File: src/rtl/layer_batch_sequencer_pkg.sv
// Shared definitions for the layer/batch run sequencer: state encoding and width helpers.
package layer_batch_sequencer_pkg;

    typedef enum logic [2:0] {
        ST_IDLE      = 3'd0,
        ST_WAIT_LOAD = 3'd1,
        ST_CLEAR     = 3'd2,
        ST_START     = 3'd3,
        ST_RUN       = 3'd4,
        ST_DRAIN     = 3'd5,
        ST_DONE      = 3'd6
    } seq_state_e;

    localparam int STATE_W = 3;

    // Bits needed to hold values 0..n-1, never less than one bit.
    function automatic int id_width(input int n);
        return (n <= 2) ? 1 : $clog2(n);
    endfunction

endpackage

File: src/rtl/layer_batch_sequencer_load_tracker.sv
// Sticky weight/ifmap load-complete flags; a done pulse wins over a same-cycle clear
// so a load that was prefetched during a layer change is not lost.
module seq_load_tracker (
    input  logic clk,
    input  logic rst_n,
    input  logic weight_done,
    input  logic ifmap_done,
    input  logic clear,
    output logic data_load_ready
);

    logic w_flag_r;
    logic i_flag_r;
    logic w_next_s;
    logic i_next_s;

    // Next flag values: set has priority over clear.
    always_comb begin
        w_next_s = weight_done | (w_flag_r & ~clear);
        i_next_s = ifmap_done  | (i_flag_r & ~clear);
    end

    // Flag and ready registers.
    always_ff @(posedge clk or negedge rst_n) begin
        if (!rst_n) begin
            w_flag_r        <= 1'b0;
            i_flag_r        <= 1'b0;
            data_load_ready <= 1'b0;
        end else begin
            w_flag_r        <= w_next_s;
            i_flag_r        <= i_next_s;
            data_load_ready <= w_next_s & i_next_s;
        end
    end

endmodule

File: src/rtl/layer_batch_sequencer.sv
// Run controller: waits for loads, then walks every batch of every layer through
// clear -> schedule -> compute -> stream drain.
module layer_batch_sequencer
    import layer_batch_sequencer_pkg::*;
#(
    parameter int NUM_LAYERS        = 4,
    parameter int BATCHES_PER_LAYER = 8,
    parameter int LAYER_W           = 2,
    parameter int BATCH_W           = 3,
    parameter int CLEAR_CYCLES      = 4
) (
    input  logic               clk,
    input  logic               rst_n,
    input  logic               weight_write_done,
    input  logic               ifmap_write_done,
    input  logic               ext_scheduler_start,
    input  logic               sched_batch_complete,
    input  logic               out_stream_done,
    output logic               sched_start,
    output logic [BATCH_W-1:0] current_batch_id,
    output logic [LAYER_W-1:0] current_layer_id,
    output logic               layer_transition,
    output logic               clear_output_bram,
    output logic               out_stream_start,
    output logic               all_batches_complete,
    output logic               data_load_ready,
    output logic               auto_start_active,
    output logic               protocol_error,
    output logic [STATE_W-1:0] state_dbg
);

    localparam int                 CLR_W      = id_width(CLEAR_CYCLES);
    localparam logic [CLR_W-1:0]   CLR_LOAD   = CLR_W'(CLEAR_CYCLES - 1);
    localparam logic [CLR_W-1:0]   CLR_ZERO   = CLR_W'(0);
    localparam logic [BATCH_W-1:0] LAST_BATCH = BATCH_W'(BATCHES_PER_LAYER - 1);
    localparam logic [LAYER_W-1:0] LAST_LAYER = LAYER_W'(NUM_LAYERS - 1);

    seq_state_e         state_r;
    seq_state_e         next_state_s;
    logic [CLR_W-1:0]   clr_cnt_r;
    logic [BATCH_W-1:0] batch_r;
    logic [LAYER_W-1:0] layer_r;

    logic drain_done_s;
    logic batch_more_s;
    logic layer_more_s;
    logic layer_adv_s;
    logic restart_s;
    logic flag_clear_s;
    logic proto_err_s;
    logic ready_s;

    logic clear_d_s;
    logic sched_start_d_s;
    logic out_stream_start_d_s;
    logic all_done_d_s;
    logic auto_active_d_s;

    assign drain_done_s = (state_r == ST_DRAIN) && out_stream_done;
    assign batch_more_s = (batch_r < LAST_BATCH);
    assign layer_more_s = (layer_r < LAST_LAYER);
    assign layer_adv_s  = drain_done_s && !batch_more_s && layer_more_s;
    assign restart_s    = (state_r == ST_DONE) && ext_scheduler_start;
    assign flag_clear_s = layer_adv_s || restart_s;
    assign proto_err_s  = (out_stream_done && (state_r != ST_DRAIN)) ||
                          (sched_batch_complete && (state_r != ST_RUN));

    seq_load_tracker u_load_tracker (
        .clk             (clk),
        .rst_n           (rst_n),
        .weight_done     (weight_write_done),
        .ifmap_done      (ifmap_write_done),
        .clear           (flag_clear_s),
        .data_load_ready (ready_s)
    );

    assign data_load_ready  = ready_s;
    assign state_dbg        = state_r;
    assign current_batch_id = batch_r;
    assign current_layer_id = layer_r;

    // State register.
    always_ff @(posedge clk or negedge rst_n) begin
        if (!rst_n) begin
            state_r <= ST_IDLE;
        end else begin
            state_r <= next_state_s;
        end
    end

    // Next-state decode.
    always_comb begin
        next_state_s = state_r;
        case (state_r)
            ST_IDLE, ST_WAIT_LOAD: begin
                if (ready_s || ext_scheduler_start) begin
                    next_state_s = ST_CLEAR;
                end else begin
                    next_state_s = state_r;
                end
            end
            ST_CLEAR: begin
                if (clr_cnt_r == CLR_ZERO) begin
                    next_state_s = ST_START;
                end else begin
                    next_state_s = ST_CLEAR;
                end
            end
            ST_START: next_state_s = ST_RUN;
            ST_RUN: begin
                if (sched_batch_complete) begin
                    next_state_s = ST_DRAIN;
                end else begin
                    next_state_s = ST_RUN;
                end
            end
            ST_DRAIN: begin
                if (!out_stream_done) begin
                    next_state_s = ST_DRAIN;
                end else if (batch_more_s) begin
                    next_state_s = ST_CLEAR;
                end else if (layer_more_s) begin
                    next_state_s = ST_WAIT_LOAD;
                end else begin
                    next_state_s = ST_DONE;
                end
            end
            ST_DONE: begin
                if (ext_scheduler_start) begin
                    next_state_s = ST_IDLE;
                end else begin
                    next_state_s = ST_DONE;
                end
            end
            default: next_state_s = ST_IDLE;
        endcase
    end

    // Output decode from the upcoming state so every output can be registered.
    always_comb begin
        clear_d_s            = 1'b0;
        sched_start_d_s      = 1'b0;
        all_done_d_s         = 1'b0;
        auto_active_d_s      = 1'b0;
        out_stream_start_d_s = (state_r == ST_RUN) && sched_batch_complete;
        case (next_state_s)
            ST_CLEAR: begin
                clear_d_s       = 1'b1;
                auto_active_d_s = 1'b1;
            end
            ST_START: begin
                sched_start_d_s = 1'b1;
                auto_active_d_s = 1'b1;
            end
            ST_RUN, ST_DRAIN, ST_WAIT_LOAD: auto_active_d_s = 1'b1;
            ST_DONE:                        all_done_d_s    = 1'b1;
            default:                        auto_active_d_s = 1'b0;
        endcase
    end

    // Registered outputs, clear down-counter and layer/batch counters.
    always_ff @(posedge clk or negedge rst_n) begin
        if (!rst_n) begin
            clear_output_bram    <= 1'b0;
            sched_start          <= 1'b0;
            out_stream_start     <= 1'b0;
            layer_transition     <= 1'b0;
            all_batches_complete <= 1'b0;
            auto_start_active    <= 1'b0;
            protocol_error       <= 1'b0;
            clr_cnt_r            <= CLR_ZERO;
            batch_r              <= BATCH_W'(0);
            layer_r              <= LAYER_W'(0);
        end else begin
            clear_output_bram    <= clear_d_s;
            sched_start          <= sched_start_d_s;
            out_stream_start     <= out_stream_start_d_s;
            layer_transition     <= layer_adv_s;
            all_batches_complete <= all_done_d_s;
            auto_start_active    <= auto_active_d_s;
            protocol_error       <= protocol_error | proto_err_s;

            if ((next_state_s == ST_CLEAR) && (state_r != ST_CLEAR)) begin
                clr_cnt_r <= CLR_LOAD;
            end else if ((state_r == ST_CLEAR) && (clr_cnt_r != CLR_ZERO)) begin
                clr_cnt_r <= clr_cnt_r - CLR_W'(1);
            end else begin
                clr_cnt_r <= clr_cnt_r;
            end

            // Counters saturate on the final batch; only a restart from DONE rewinds them.
            if (restart_s) begin
                batch_r <= BATCH_W'(0);
                layer_r <= LAYER_W'(0);
            end else if (drain_done_s && batch_more_s) begin
                batch_r <= batch_r + BATCH_W'(1);
            end else if (layer_adv_s) begin
                batch_r <= BATCH_W'(0);
                layer_r <= layer_r + LAYER_W'(1);
            end else begin
                batch_r <= batch_r;
                layer_r <= layer_r;
            end
        end
    end

endmodule

File: config.mk
export PLATFORM = sky130hd
export DESIGN_NAME = layer_batch_sequencer
export DESIGN_NICKNAME = d
export VERILOG_FILES = /design/src/rtl/layer_batch_sequencer_pkg.sv /design/src/rtl/layer_batch_sequencer_load_tracker.sv /design/src/rtl/layer_batch_sequencer.sv
export SDC_FILE = /design/constraint.sdc
export NUM_CORES = 1
export LEC_CHECK = 0
export CAP_MARGIN = 10
export CORE_ASPECT_RATIO = 1.2
export CORE_MARGIN = 3
export CORE_UTILIZATION = 54
export CTS_BUF_LIST = sky130_fd_sc_hd__clkbuf_8
export DETAILED_ROUTE_END_ITERATION = 8
export HOLD_SLACK_MARGIN = 0.12
export PLACE_DENSITY_LB_ADDON = 0.1
export SYNTH_ARGS = -nofsm -noshare
export SYNTH_HDL_FRONTEND = slang
export SYNTH_SLANG_ARGS = --single-unit
File: constraint.sdc
create_clock -name clk -period 3.73 [get_ports clk]
set_input_delay 0.373 -clock clk [delete_from_list [all_inputs] [get_ports clk]]
set_output_delay 0.373 -clock clk [all_outputs]
set_load 0.02 [all_outputs]
**Word level (Yosys, flattened, before mapping)**

Cells that the tools add are included.

- Register bits: 20
- Bits in latches: 0
- Bits in writable memories: 0
- ROM bits: 0
- Bits of input ports: 7
- Output and inout port bits: 16
- Logic and storage cells: 85
- Memories: 0

- Add/subtract/negate cells: 3
- Multipliers: 0
- Divide/modulo/power cells: 0
- Magnitude comparators: 2
- Equal/unequal tests: 16
- Shift-type cells: 0
- Multiplexer cells: 20
- Bitwise gates (word level): 7
- Reduce and logical (&&, ||, !) cells: 23

Operators with widths:

| operator | number |
|---|---|
| 2-to-1 mux 3 bit | 8 |
| == test 3 bit, second input constant | 6 |
| case mux 3 bit (6 select lines) | 1 |
| == test 3 x 2 -> 1 bit, second input constant | 4 |
| logical AND 1 bit | 10 |
| 2-to-1 mux 2 bit | 5 |
| == test 3 x 1 -> 1 bit, second input constant | 2 |
| 2-to-1 mux 1 bit | 6 |
| != test 3 bit, second input constant | 2 |
| nonzero test 2 bit | 3 |
| OR reduction 5 bit | 1 |
| adder 3 x 1 -> 3 bit, second input constant | 1 |
| bitwise AND 1 bit | 3 |
| logical NOT 3 bit | 1 |
| logical OR 1 bit | 3 |
| < comparator 3 bit, second input constant | 1 |
| != test 3 x 2 -> 1 bit, second input constant | 1 |
| bitwise OR 1 bit | 3 |
| nonzero test 3 bit | 1 |
| adder 2 x 1 -> 2 bit, second input constant | 1 |
| logical NOT 2 bit | 1 |
| < comparator 2 bit, second input constant | 1 |
| != test 2 bit, second input constant | 1 |
| AND reduction 2 bit | 1 |
| 4 further kinds | 4 |

**Longest topological paths before layout**

Gate-level depths: netlist (run 1).

- Word-level depth: 9
- Depth in mapped cells: 6

**Hierarchy**

From an unflattened synthesis (run 1), not the netlist that was laid out.

- Cells, all modules: 100
- Area total of the unflattened synthesis: 1041.0 um2

Modules (own cells, without submodules):

| module | times used | cells an instance | area each (um2) |
|---|---|---|---|
| layer_batch_sequencer | 1 | 91 | 930.9 |
| seq_load_tracker | 1 | 9 | 110.1 |

**Worst setup path before layout (run 1)**

OpenSTA, ideal clock, no wires.

- Path type: register to register
- From: register layer_r[0] (netlist: current_layer_id[0])
- To: register clr_cnt_r[0]
- Library setup time: 0.119 ns
- Data arrival time: 1.747 ns
- Setup slack: 1.864 ns
- Stages on the path, launching flop included: 7
- Path buffers: 0
- Clock period less this slack: 1.866 ns
- Cells stage by stage: dfrtp_1 -> ha_1 -> and4b_2 -> nor2_1 -> o32a_1 -> and3_4 -> o21a_1

- Word-level cells in the longest chain between the ends: 8
- Elaborated cells on any way between the ends: 9
- Classes of those cells: 1 x order compare; 1 x eq/ne; 5 x mux; 2 x reduce/logical

Ends and longest elaborated chain:

| what | line | text |
|---|---|---|
| from (decl) | layer_batch_sequencer.sv:42 | `logic [LAYER_W-1:0] layer_r;` |
| from (signal assigned) | layer_batch_sequencer.sv:199 | `layer_r <= layer_r + LAYER_W'(1);` |
| from (signal assigned) | layer_batch_sequencer.sv:202 | `layer_r <= layer_r;` |
| < comparator 2 bit (*) | layer_batch_sequencer.sv:61 | `assign layer_more_s = (layer_r < LAST_LAYER);` |
| 2-to-1 mux 3 bit (*) | layer_batch_sequencer.sv:122 | `end else if (layer_more_s) begin` |
| 2-to-1 mux 3 bit (*) | layer_batch_sequencer.sv:120 | `end else if (batch_more_s) begin` |
| 2-to-1 mux 3 bit (*) | layer_batch_sequencer.sv:118 | `if (!out_stream_done) begin` |
| case mux 3 bit (6 select lines) (*) | layer_batch_sequencer.sv:94 | `case (state_r)` |
| == test 3 x 2 -> 1 bit (*) | layer_batch_sequencer.sv:183 | `if ((next_state_s == ST_CLEAR) && (state_r != ST_CLEAR)) begin` |
| logical AND 1 bit (*) | layer_batch_sequencer.sv:183 |  |
| 2-to-1 mux 2 bit / nonzero test 2 bit (equally long branches) | -- |  |
| to (signal assigned) | layer_batch_sequencer.sv:186 | `clr_cnt_r <= clr_cnt_r - CLR_W'(1);` |
| to (signal assigned) | layer_batch_sequencer.sv:188 | `clr_cnt_r <= clr_cnt_r;` |
| to (decl) | layer_batch_sequencer.sv:40 | `logic [CLR_W-1:0] clr_cnt_r;` |

Mark *: on every way between the ends. The rest lies on a longest branch, timed or not.
A chain may end at the register's enable or synchronous reset.

**Worst setup path after layout (run 1)**

- From: register state_r[0] (netlist: state_dbg[0])
- To: output state_dbg[0]

RTL lines:

| what | line | text |
|---|---|---|
| from (decl) | layer_batch_sequencer.sv:38 | `seq_state_e state_r;` |
| from (signal assigned) | layer_batch_sequencer.sv:87 | `state_r <= next_state_s;` |
| to (decl) | layer_batch_sequencer.sv:29 | `output logic [STATE_W-1:0] state_dbg` |

No word-level cell between the ends.

==> impl_summary.txt, run 1 <==
----------------------------------------------------
[Status]
  Result of the run ... finished, final reports clean

[Worst setup path]
  Worst reg2reg path endpoint ... clr_cnt_r[0]
  CP Data Arrival Time ... roughly 1.5 ns
  Family of cells with the greatest summed delay on the critical path ... buffers and inverters
  Largest stage delay on the critical path ... around 0.7 ns
  Worst path buffer plus inverter count ... 1
  R2R setup slack ... between 1.5 and 2 ns
  Critical path origin ... state_dbg[0]
  Kind of critical path ... register to output port
  Largest fanout on the critical path ... 12
  Critical path's slowest cell ... sky130_fd_sc_hd__clkdlybuf4s50_1
  Critical R2R Launch ... current_layer_id[0]
  CP endpoint kind ... output port
  Type of element launching the critical path ... register
  Required time reported for the critical path endpoint ... 3.36 ns
  Crit path cell chain ... clkdlybuf4s50_1
  Depth of the worst register-to-register path ... 6

[Worst hold path]
  Hold/Removal Path Class ... register to register
  Worst hold path endpoint ... u_load_tracker.w_flag_r
  Worst Min Path Start ... u_load_tracker.w_flag_r
  Number of cells on the worst hold path ... 1

[Power]
  Clock network power share ... 0.245
  Maximum vdd drop ... between 300 and 400 µV
  Sequential share of power ... 0.378
  Power Density ... 696 mW/mm²
  Leak Pwr ... ~0.00055 µW
  Portion of total power attributed to combinational logic ... 0.377
  Cell internal pwr ... a little under 600 µW
  Switch share ... 0.329
  Switch Pwr ... roughly 290 µW

[Logic synthesis]
  Number of nets in the synthesized netlist ... 96
  Synth top area cells ... sky130_fd_sc_hd__dfrtp_1 (52%), sky130_fd_sc_hd__ha_1 (3.9%), sky130_fd_sc_hd__nor2_1 (3.1%)
  Number of warnings issued by yosys ... 0
  Area leader, netlist ... sky130_fd_sc_hd__dfrtp_1
  Proportion of register bits with asynchronous set or reset after synthesis ... 1.00
  Top flip-flop cell by instance count after synthesis ... sky130_fd_sc_hd__dfrtp_1
  Number of synthesized flops with an enable pin ... 0
  Post-synth top area share ... 0.523
  Ranking of synthesized cells by instance count ... sky130_fd_sc_hd__dfrtp_1 (20), sky130_fd_sc_hd__nor2_1 (8), sky130_fd_sc_hd__nand2_1 (7), sky130_fd_sc_hd__inv_1 (5)
  Post-Syn Area per Cell ... 11.1 µm²
  Cell count after synthesis ... 86
  #FFs+latches synth ... 20
  Post-synthesis instance area ... 957 µm²
  Post-synthesis cell type count ... 35
  Library cell with the highest instance count after synthesis ... sky130_fd_sc_hd__dfrtp_1
  Sequential fraction of the synthesis area ... 0.523

[Layout]
  Layout cells sized above 1 ... 0.109
  Fill cells ... ~120
  Area overhead of the layout relative to synthesis ... 30.5%
  # diodes ... 0
  Nets ... 121
  Final core utilization ... 0.752
  Count of placed standard cells in the final layout, fillers left out ... approximately 130

[Clocking]
  Number of H-tree levels ... 1
  CTS resizes ... 0
  Clock buffer count from CTS ... 3
  CTS root buf ... sky130_fd_sc_hd__clkbuf_8
  TritonCTS clock tree ... built
  Skew-Pair Late Insertion Delay ... around 0.26 ns
  Total number of clock tree sinks ... 20
  Setup bufs post-CTS ... 0
  CTS clk-pin slew, worst paths ... approximately 0.070 ns
  Count of hold-fix buffers inserted at cts ... 0
  Maximum clock insertion buffer count ... 2

[STA]
  Unrepaired setup endpoints after global routing ... false
  Final period util ... 0.507
  Clk_skew ... around 0.0032 ns
  Final Setup Violations ... 0
  Hold Vio Cnt, Final ... 0
  Min cycle time layout ... between 1.5 and 2 ns
  Fmax ... approximately 530 MHz
  Max transition margin ... 0.417
  Slew of the pin with the lowest slew margin ... slightly below 0.9 ns
  Aggregate negative setup slack ... 0 ns
  Number of pins exceeding their max-slew limit in the final report ... 0

[Die]
  Core region area ... between 0.0015 and 0.002 mm²
  Number of primary I/O pins ... 23
  Starting density of the core ... 0.576
  Number of placement rows ... 16
  Die Footprint ... around 0.0023 mm²
  Die height ... ~52 µm
  Horizontal die dimension ... about 44 µm

[GRT]
  Largest net degree at the start of global routing ... 21
  Antenna violations before repair ... 0
  Total grt overflow ... 0
  First-pass GRT wire length ... approximately 3200 µm
  All-Layer GR Usage ... 0.192
  Number of global-route vias before repair ... ~750

[Routing]
  Violation count after the first detailed-routing iteration ... 14
  First-pass iteration count of the detailed router ... 4
  Average routed wire per standard cell ... 14.2 µm
  Number of antenna-violating nets in the routed design ... 0
  DRC violations left ... 0
  Via/cell ratio ... around 5.6
  Wire length reported by the detailed router ... roughly 1800 µm
  Via count ... around 700

[Placement]
  Number of input and output port buffers inserted ... 22
  Routability cong. ... just under 0.9
  Post-Place Cells ... 124
  Sum of net half-perimeters after detailed placement ... about 1400 µm

[Run]
  Number of violations of the max-capacitance limit ... 0

----------------------------------------------------
## power groups by stage
stage / logic (µW) / clock network, µW / registers [µW]
2_1_floorplan: 189 / 0 / 361
3_3_place_gp: 323 / 0 / 331
3_5_place_dp: 330 / 0 / 332
4_1_cts: 331 / 218 / 328
5_1_grt: 359 / 229 / 339
6_report: 328 / 213 / 328
## flip-flops by register name, summed over array words and instances, names as in the netlist, 2 cells and up
signal and cells:
current_batch_id 3, state_dbg 3, clr_cnt_r 2, current_layer_id 2
## stage by stage
| step | hold WS [ns] | total power (µW) | worst slack, ns | cell area (µm²) |
|---|---|---|---|---|
| finish | 0.479 | 869 | 1.84 | 1250 |
| floorplan | 0.0774 | 550 | 1.86 | 957 |
| global placement | 0.448 | 654 | 1.78 | 1180 |
| detailed placement | 0.466 | 662 | 1.75 | 1180 |
| CTS | 0.483 | 878 | 1.83 | 1250 |
| global route | 0.508 | 926 | 1.78 | 1250 |
## worst max-delay path by stage
stage | endpoint | slack (ns) | cells after the start
after global placement | u_load_tracker.data_load_ready | 1.78 | 6
after CTS | state_dbg[0] | 1.83 | 1
final | state_dbg[0] | 1.84 | 1
after detailed placement | u_load_tracker.data_load_ready | 1.75 | 6
after floorplan | clr_cnt_r[0] | 1.86 | 6
after global routing | clr_cnt_r[0] | 1.78 | 6
## cells by family (layout without fill, tap and decap cells)
logic type,count (synthesis),in the layout,share of synthesized area
mux,2,2,0.0222
compound gates,16,16,0.122
xor+xnor,2,2,0.0183
flops,20,20,0.523
buf+inv,7,31,0.0431
fa+ha+maj,3,3,0.0392
simple gates,36,36,0.233
## layout by cell type (no fill, tap or decap), drive strengths merged, types with 2 or more instances in the layout
cell type | synthesis | final
a21o | 2 | 2
a31oi | 2 | 2
clkbuf | 0 | 3
clkdlybuf4s50 | 0 | 22
dfrtp | 20 | 20
ha | 3 | 3
inv | 5 | 5
nand2 | 7 | 7
nand2b | 3 | 3
nand3 | 3 | 3
nor2 | 9 | 9
nor2b | 2 | 2
nor3 | 4 | 4
nor3b | 2 | 2
o21a | 2 | 2
o21ai | 3 | 3
## per-layer routing
layer / vias up / track usage / wire (µm)
li1: 351 / - / -
met5: - / 0 / 0
met2: 21 / 0.333 / 963
met1: 347 / 0.220 / 767
met4: 0 / 0.101 / 10
met3: 2 / 0.0346 / 79
## final cells by class
| cell class | count | area (µm²) | area share |
|---|---|---|---|
| Clock inverter | 1 | 30.0 | 0.0240 |
| Multi-Input combinational cell | 59 | 415 | 0.333 |
| Timing Repair Buffer | 22 | 220 | 0.176 |
| Inverter | 5 | 18.8 | 0.0150 |
| Clock buffer | 3 | 41.3 | 0.0331 |
| Sequential cell | 20 | 500 | 0.401 |
| Tap cell | 18 | 22.5 | 0.0180 |
(Power assumes the default switching activity.)
==> run 2, diff against run 1 <==
--- a/config.mk
+++ b/config.mk
@@ -8,7 +8,7 @@
 export CAP_MARGIN = 10
 export CORE_ASPECT_RATIO = 1.2
 export CORE_MARGIN = 3
-export CORE_UTILIZATION = 54
+export CORE_UTILIZATION = 45
 export CTS_BUF_LIST = sky130_fd_sc_hd__clkbuf_8
 export DETAILED_ROUTE_END_ITERATION = 8
 export HOLD_SLACK_MARGIN = 0.12
==> constraint.sdc (replaced) <==
create_clock -name clk -period 1.6 [get_ports clk]
set_input_delay 0.16 -clock clk [delete_from_list [all_inputs] [get_ports clk]]
set_output_delay 0.16 -clock clk [all_outputs]
set_load 0.02 [all_outputs]
==> impl_summary.txt, run 2 (synthesized netlist as in run 1, its figures left out) <==
----------------------------------------------------
[Worst setup path]
  CP Data Arrival Time ... 1.83 ns (+0.31 ns)
  Required time reported for the critical path endpoint ... 1.75 ns (-1.61 ns)
  CP endpoint kind ... register
  Type of element launching the critical path ... register
  Largest fanout on the critical path ... 3 (-9)
  Kind of critical path ... register to register

[Routing]
  First-pass iteration count of the detailed router ... 3 (-1)
  Average routed wire per standard cell ... 12.2 µm (-14%)
  Via/cell ratio ... 4.79 (-15%)
  Violation count after the first detailed-routing iteration ... 11 (-3)
  Number of antenna-violating nets in the routed design ... 0 (unchanged)
  Via count ... 752 (+4.3%)
  DRC violations left ... 0 (unchanged)
  Wire length reported by the detailed router ... 1920 µm (+5.7%)

[Layout]
  Leading cell type in the layout, fill and taps excluded ... sky130_fd_sc_hd__clkdlybuf4s50_1
  Most used cells in the layout excluding fill and tap cells ... sky130_fd_sc_hd__clkdlybuf4s50_1 (22), sky130_fd_sc_hd__buf_4 (18), sky130_fd_sc_hd__dfrtp_1 (16)
  Area taken by multi-input logic gates ... 440 µm² (+6.0%)
  Nets ... 140 (+16%)
  Area overhead of the layout relative to synthesis ... 50.2%
  Layout cells sized above 1 ... 0.295 (+0.185)
  Fill cells ... 133 (+8.1%)
  Sequential cell area ... 505 µm² (+1.0%)
  # diodes ... 0 (unchanged)

[Power]
  Power Density ... 1540 mW/mm² (+120%)
  Maximum vdd drop ... 992 µV (+160%)
  Leak Pwr ... 0.000643 µW (+17%)

[Clocking]
  CTS root buf ... sky130_fd_sc_hd__clkbuf_8
  TritonCTS clock tree ... built
  Skew-Pair Late Insertion Delay ... 0.25 ns (about the same)
  Number of H-tree levels ... 1 (unchanged)
  Clock buffer count from CTS ... 3 (unchanged)
  Total number of clock tree sinks ... 20 (unchanged)
  Maximum clock insertion buffer count ... 2 (unchanged)
  Count of hold-fix buffers inserted at cts ... 0 (unchanged)
  CTS clk-pin slew, worst paths ... 0.07 ns (about the same)

[STA]
  Aggregate negative setup slack ... -0.181 ns (-0.181 ns)
  Fmax ... between 500 and 600 MHz
  Hold Vio Cnt, Final ... 0 (unchanged)
  Min cycle time layout ... around 1.7 ns
  Clk_skew ... 0.00153 ns (-0.00165 ns)
  Final Setup Violations ... 3 (+3)
  Unrepaired setup endpoints after global routing ... true
  Final period util ... 1.05
  Max transition margin ... 0.785 (+0.368)
  Number of pins exceeding their max-slew limit in the final report ... 0 (unchanged)
  Slew of the pin with the lowest slew margin ... 0.321 ns (-0.551 ns)
  Setup slack of the critical path after layout ... -0.0767 ns (-1.91 ns)

[Die]
  Die Footprint ... 0.00272 mm² (+17%)
  Horizontal die dimension ... 48.1 µm (+8.2%)
  Core region area ... 0.00194 mm² (+16%)
  Die height ... 56.5 µm (+8.4%)
  Number of placement rows ... 17 (+1)
  Number of primary I/O pins ... 23 (unchanged)
  Starting density of the core ... 0.495 (-0.0815)

[Placement]
  Routability cong. ... 0.823 (-8.0%)
  Post-Place Setup Slack ... -0.0768 ns (-1.83 ns)
  Number of input and output port buffers inserted ... 22 (unchanged)
  Sum of net half-perimeters after detailed placement ... 1450 µm (+6.2%)

[GRT]
  Total grt overflow ... 0 (unchanged)
  Antenna violations before repair ... 0 (unchanged)
  First-pass GRT wire length ... 3320 µm (+3.4%)
  Number of global-route vias before repair ... 827 (+9.8%)
  All-Layer GR Usage ... 0.164 (-0.0278)
  Largest net degree at the start of global routing ... 21 (unchanged)

[Status]
  Violated checks ... setup timing
  Result of the run ... finished, violations left

[Worst hold path]
  Hold/Removal Path Class ... input port to asynchronous set/reset pin

[Run]
  Number of violations of the max-capacitance limit ... 0 (unchanged)

----------------------------------------------------
==> run 2: changes by cell type in the layout (fill, tap and decap cells not counted), sizes merged <==
cell	delta
buf	+19
==> run 2: worst paths after layout <==
path,depth (start not counted),startpoint,slack [ns],end
worst max-delay path,6,current_layer_id[1],-0.08,clr_cnt_r[0]
worst min-delay path,2,rst_n,0.24,sched_start
worst max register to register,6,current_layer_id[1],-0.08,clr_cnt_r[0]
worst min register to register,1,u_load_tracker.w_flag_r,0.47,u_load_tracker.w_flag_r
max in group asynchronous,2,rst_n,1.14,state_dbg[0]
min in group clk,1,u_load_tracker.w_flag_r,0.47,u_load_tracker.w_flag_r
==> run 2: per-stage QoR <==
step	utilization	cell area (µm²)	hold WS [ns]	total power (µW)	cells
floorplan	-	972	-0.136	1280	86
global placement	0.685	1330	0.448	1630	150
detailed placement	0.685	1330	0.458	1650	150
CTS	0.734	1420	0.241	2200	156
global route	0.743	1440	0.250	2360	157
finish	0.743	1440	0.238	2210	157
==> run 2: where the power goes <==
group          switching (µW)  internal, µW  total [µW]
Clock                     162           333         495
Combinational             442           526         968
Sequential                108           638         746
Total                     711          1500        2210
==> run 2: repair_timing <==
action | CTS | global route
pin swaps | 0 | 1
gates cloned | 0 | 0
buffers inserted | 2 | 1
endpoints found under the hold margin | 0 | 0
endpoints found under the setup margin | 4 | 5
resized for setup | 3 | 2
==> run 2: critical path: stages (launching register included) <==
cell	delay (ns)
sky130_fd_sc_hd__dfrtp_2	0.43
sky130_fd_sc_hd__ha_4	0.16
sky130_fd_sc_hd__and4b_2	0.27
sky130_fd_sc_hd__nor2_1	0.04
sky130_fd_sc_hd__o32a_1	0.31
sky130_fd_sc_hd__and3_4	0.20
sky130_fd_sc_hd__o21a_1	0.16
==> run 2: cell type report <==
cell class              instances  share of cell area
flip-flops and latches         20               0.352
multi-input cells              59               0.306
repair buffers                 41               0.255
clock buffers                   3              0.0287
well taps                      28              0.0244
clock inverters                 1              0.0209
inverters                       5              0.0131
==> run 2: layer usage <==
layer | share of wire | track usage
met5 | 0 | 0
met4 | 0.014 | 0.0731
met3 | 0.031 | 0.0353
met2 | 0.52 | 0.263
met1 | 0.43 | 0.201
